===== config.mk =====
export PLATFORM = sky130hd
export DESIGN_NAME = load_store_unit
export DESIGN_NICKNAME = d
export VERILOG_FILES = /design/src/rtl/lsu_pkg.sv /design/src/rtl/lsu_wprot.sv /design/src/rtl/load_store_unit.sv
export SDC_FILE = /design/constraint.sdc
export NUM_CORES = 1
export LEC_CHECK = 0
export CAP_MARGIN = 30
export CELL_PAD_IN_SITES_DETAIL_PLACEMENT = 1
export CELL_PAD_IN_SITES_GLOBAL_PLACEMENT = 2
export CORE_MARGIN = 3
export CORE_UTILIZATION = 25
export CTS_CLUSTER_SIZE = 20
export DETAILED_ROUTE_END_ITERATION = 12
export DONT_BUFFER_PORTS = 1
export PLACE_DENSITY_LB_ADDON = 0.1
export RECOVER_POWER = 50
export SYNTH_ARGS = -nofsm -noshare
export SYNTH_HDL_FRONTEND = slang
export SYNTH_HIERARCHICAL = 1
export SYNTH_SLANG_ARGS = --single-unit

===== constraint.sdc =====
create_clock -name clk -period 2.3 [get_ports clk]
set_input_delay 0.345 -clock clk [delete_from_list [all_inputs] [get_ports clk]]
set_output_delay 0.345 -clock clk [all_outputs]
set_load 0.01 [all_outputs]

===== src/rtl/lsu_pkg.sv =====
// Shared types and defaults for the load/store unit.
// The write-protect option is enabled by defining LSU_WPROT_EN.
package lsu_pkg;

    localparam int LSU_ADDR_W = 8;
    localparam int LSU_DATA_W = 8;
    localparam logic [7:0] LSU_WPROT_LIMIT = 8'h0F;

    localparam logic LSU_OP_LOAD  = 1'b0;
    localparam logic LSU_OP_STORE = 1'b1;

    typedef enum logic [1:0] {
        IDLE  = 2'd0,
        LOAD  = 2'd1,
        STORE = 2'd2,
        RESP  = 2'd3
    } lsu_state_t;

    function automatic lsu_state_t lsu_op_state(input logic op);
        return (op == LSU_OP_STORE) ? STORE : LOAD;
    endfunction

endpackage


===== src/rtl/lsu_wprot.sv =====
// Address-versus-limit comparator for store write protection.
// Only instantiated when LSU_WPROT_EN is defined.
module lsu_wprot #(
    parameter int                ADDR_W = 8,
    parameter logic [ADDR_W-1:0] LIMIT  = '0
) (
    input  logic [ADDR_W-1:0] i_addr,
    output logic              o_prot
);

    assign o_prot = (i_addr <= LIMIT);

endmodule


===== src/rtl/load_store_unit.sv =====
// Load/store sequencer for the 256x8 data memory (falling-edge write,
// combinational read). Define LSU_WPROT_EN to block stores at or below WPROT_LIMIT.
module load_store_unit
    import lsu_pkg::*;
#(
    parameter int                ADDR_W      = LSU_ADDR_W,
    parameter int                DATA_W      = LSU_DATA_W,
    parameter logic [ADDR_W-1:0] WPROT_LIMIT = LSU_WPROT_LIMIT
) (
    input  logic              clk,
    input  logic              rst_n,
    input  logic              req_valid,
    output logic              req_ready,
    input  logic              req_store,
    input  logic [ADDR_W-1:0] req_addr,
    input  logic [DATA_W-1:0] req_wdata,
    output logic              resp_valid,
    input  logic              resp_ready,
    output logic [DATA_W-1:0] resp_rdata,
    output logic              resp_err,
    output logic [ADDR_W-1:0] mem_addr,
    output logic [DATA_W-1:0] mem_wdata,
    output logic              mem_wr,
    output logic              mem_rd,
    input  logic [DATA_W-1:0] mem_rdata
);

    lsu_state_t        r_state;
    lsu_state_t        w_next;
    logic              w_accept;
    logic              w_is_store;
    logic              w_prot;
    logic [ADDR_W-1:0] r_addr;
    logic [DATA_W-1:0] r_wdata;
    logic [DATA_W-1:0] r_rdata;
    logic              r_wr;
    logic              r_rd;

    assign w_accept   = req_valid && req_ready;
    assign w_is_store = (req_store == LSU_OP_STORE);

`ifdef LSU_WPROT_EN
    logic r_err;

    lsu_wprot #(
        .ADDR_W (ADDR_W),
        .LIMIT  (WPROT_LIMIT)
    ) u_wprot (
        .i_addr (req_addr),
        .o_prot (w_prot)
    );

    // Error is decided at accept time and held until the next accept.
    always_ff @(posedge clk or negedge rst_n) begin
        if (!rst_n) begin
            r_err <= 1'b0;
        end else if (w_accept) begin
            r_err <= w_is_store && w_prot;
        end
    end

    assign resp_err = r_err;
`else
    logic w_unused_limit;

    assign w_prot         = 1'b0;
    assign resp_err       = 1'b0;
    assign w_unused_limit = ^WPROT_LIMIT;
`endif

    always_ff @(posedge clk or negedge rst_n) begin
        if (!rst_n) begin
            r_state <= IDLE;
        end else begin
            r_state <= w_next;
        end
    end

    always_comb begin
        w_next = r_state;
        unique case (r_state)
            IDLE: begin
                if (req_valid) begin
                    w_next = lsu_op_state(req_store);
                end
            end
            LOAD, STORE: begin
                w_next = RESP;
            end
            RESP: begin
                if (resp_ready) begin
                    w_next = req_valid ? lsu_op_state(req_store) : IDLE;
                end
            end
            default: begin
                w_next = IDLE;
            end
        endcase
    end

    always_comb begin
        req_ready  = 1'b0;
        resp_valid = 1'b0;
        unique case (r_state)
            IDLE: begin
                req_ready = 1'b1;
            end
            RESP: begin
                req_ready  = resp_ready;
                resp_valid = 1'b1;
            end
            default: begin
                req_ready  = 1'b0;
                resp_valid = 1'b0;
            end
        endcase
    end

    // Memory strobes are registered so they are clean for the whole cycle.
    always_ff @(posedge clk or negedge rst_n) begin
        if (!rst_n) begin
            r_addr  <= '0;
            r_wdata <= '0;
            r_wr    <= 1'b0;
            r_rd    <= 1'b0;
        end else begin
            if (w_accept) begin
                r_addr <= req_addr;
                if (w_is_store) begin
                    r_wdata <= req_wdata;
                end
            end
            r_rd <= w_accept && !w_is_store;
            r_wr <= w_accept && w_is_store && !w_prot;
        end
    end

    // mem_rdata is only looked at while the read strobe is up.
    always_ff @(posedge clk or negedge rst_n) begin
        if (!rst_n) begin
            r_rdata <= '0;
        end else if (r_state == LOAD) begin
            r_rdata <= mem_rdata;
        end else if (r_state == STORE) begin
            r_rdata <= '0;
        end
    end

    assign mem_addr   = r_addr;
    assign mem_wdata  = r_wdata;
    assign mem_wr     = r_wr;
    assign mem_rd     = r_rd;
    assign resp_rdata = r_rdata;

endmodule


==> results.md <==
- Core ar.: 0.00447 sq mm
- Cell Area, Synth: 0.00118 sq mm
- I/O Buffers: 0
- Fin worst setup slack: 0.371 ns
- Placed cells: approximately 150
- GPL Wtd Cong: 0.693
- Number of antenna-violating nets in the routed design: 0
- Pwr Total: 1950 uW
- DP HPWL: 1840 um
- Max clock buf depth: 2
- Data arrival, critical path: 1.58 ns
- Syn nets: 128
- Final instance area: 0.00134 sq mm
- Total die area: roughly 0.0056 sq mm
- WP depth: 4
- #FFs+latches synth: 28
- Worst-path fanout max: 11
- Die height: 74.8 um
- Post-synth ARST share: 100%
- First DRT Iteration DRCs: 15
- Area growth, synth to finish: 13.4%
- Commonest cells after routing, fill and taps aside: dfrtp_1, mux2_2, inv_1, o21ai_0, nand2_1
- Status: complete, no violations
- Initial antenna violation count: 0
- DRC errors left: 0
- Final worst path period need: between 1.5 and 2 ns
- Post-synthesis average cell area: 12.4 sq um
- Drt via density: 4.55
- Ant diodes: 0
- Leak pwr: 0.000591 uW
- Flop-to-flop setup slack: about 0.5 ns
- Final WL: 2470 um
- Reg2reg start: r_state[0]$_DFFE_PN0P_
- CTS sink count: 28
- Final period util: 83.9%
- Cell family with most CP delay: flip-flops
- Drt first pass iters: 4
- Worst path max stage delay: 0.40 ns
- Final setup viols: 0
- CP bufs+invs: 2
- Root Driver: clkbuf_8
- Commonest non-fill, non-tap cell in the layout: dfrtp_1
- RSZ-0062 raised after global routing: no
- CTS tree: done
- Clock Skew: 0.00313 ns
- Vias in the first global route: between 700 and 800
- Req. time, crit path: ~2 ns
- Fin nets: 133
- Max-cap violations: 0
- Critical-path top delay cell: dfrtp_1
- Netlist cell types: 17
- Hold Vio Cnt, Final: 0
- Vias: 687
- R2R Path End: mem_addr[0]$_DFFE_PN0P_
- Clock transition at path regs: 0.10 ns
- CP endpoint: req_ready
- # rows: 24
- Die width: 74.8 um
- EDFF count, synth: 0
- PostCTS Resize Cnt: 0
- Sequential-to-total area share from yosys stat: 59.3%
- Critical Path Sink Type: primary output
- I/O pins: slightly below 60
- Largest net degree at the start of global routing: 29
- Worst skew pair latency: 0.27 ns
- Reg2Reg Depth: 4
- Grt ovf: 0
- Max-slew violation count: 0
- CP Class: reg2out
- Dpl ws: approximately 0.46 ns
- Setup TNS: 0 ns
- First-pass GRT wire length: 3750 um
- Global Route Usage Sum: between 8 and 9%
- CP cell instances: inv_1, ha_1, buf_4, nor2_1
- Htree depth: 1
- Worst IR Drop VDD: roughly 0.48 mV
- Pwr per Cell Area: about 1500 mW/mm^2
- Top_reg_cell synth: dfrtp_1
- Synth Warn #: 6
- Share of cells above drive strength 1: 27.3%
- Hold Crit Start: mem_rdata[7]
- TritonCTS Buffers: 3
- Post-Syn Instances: 95
- DR WL/cell: roughly 16 um
- Placed Area: around 0.0012 sq mm
- Worst Setup Start Kind: register
- Fmax: ~520 MHz
- HP Class: in2reg
- Finished Layout Cells: 151
- Starting density of the core: 26.4%
- Launch point of the worst path: r_state[0]$_DFFE_PN0P_
-- cell type report --
cell class / count / area, sq um
Clock buffer: 3 / 41.3
Fill cell: 499 / 3130
Clock inverter: 1 / 30.0
Inverter: 13 / 48.8
Sequential cell: 28 / 701
Multi-Input combinational cell: 51 / 418
Timing Repair Buffer: 3 / 37.5
Tap cell: 52 / 65.1
-- through the flow --
stage,hold WS [ns],utilization [%]
after CTS,0.177,30.0
after detailed placement,0.0504,27.7
after floorplan,0.0494,-
after global placement,0.0503,27.7
after global routing,0.184,30.0
final,0.186,30.0
-- synthesized netlist by cell type (2+ instances only) --
| cell | count | area [sq um] |
|---|---|---|
| clkbuf_1 | 2 | 7.51 |
| ha_1 | 4 | 50.1 |
| nand2_1 | 9 | 33.8 |
| dfrtp_1 | 28 | 701 |
| and2_1 | 2 | 12.5 |
| mux2_2 | 18 | 203 |
| inv_1 | 13 | 48.8 |
| o21ai_0 | 10 | 50.1 |
-- metal layers --
metal | vias to the layer above | GRT usage [%] | wire length (um)
met4 | 0 | 2.37 | 13
li1 | 317 | - | -
met3 | 2 | 2.94 | 217
met1 | 334 | 11.4 | 1030
met5 | - | 0 | 0
met2 | 34 | 14.3 | 1200
-- cells by family (layout without fill, tap and decap cells) --
logic type | Yosys count | after routing | share of synthesized area, %
DFF | 28 | 28 | 59.3
muxes | 18 | 18 | 17.1
buffers and inverters | 16 | 20 | 5.40
and+or+nand+nor | 15 | 15 | 7.73
AOI/OAI and AO/OA | 13 | 13 | 5.93
adders and majority gates | 4 | 4 | 4.23
other | 1 | 1 | 0.317
-- sequential cells by signal, summed over array words and instances (netlist names) --
register	flops
mem_rd	1
mem_addr	8
resp_rdata	8
r_state	2
mem_wr	1
mem_wdata	8
-- worst register-to-register path, cell delays in order (launching register included) --
cell and delay [ns]:
dfrtp_1 0.40, inv_1 0.08, ha_1 0.38, nor3b_4 0.45, mux2_2 0.39
-- worst min path at each step --
stage | to | cells after the start
finish | resp_rdata[7]$_DFFE_PN0P_ | 2
global route | resp_rdata[3]$_DFFE_PN0P_ | 2
CTS | resp_rdata[7]$_DFFE_PN0P_ | 2
detailed placement | resp_rdata[6]$_DFFE_PN0P_ | 0
global placement | resp_rdata[6]$_DFFE_PN0P_ | 0
floorplan | mem_addr[0]$_DFFE_PN0P_ | 0
-- where the power goes --
part           switching, uW  total [uW]  internal [uW]
sequential               221         918            697
combinational            330         640            310
clock                    156         389            233
total                    707        1950           1240
-- repair_timing --
item	in CTS	in global routing
endpoints found under the hold margin	28	0
hold buffers	2	0
setup buffers	0	0
Note: power is estimated with default switching activity, not from simulation.
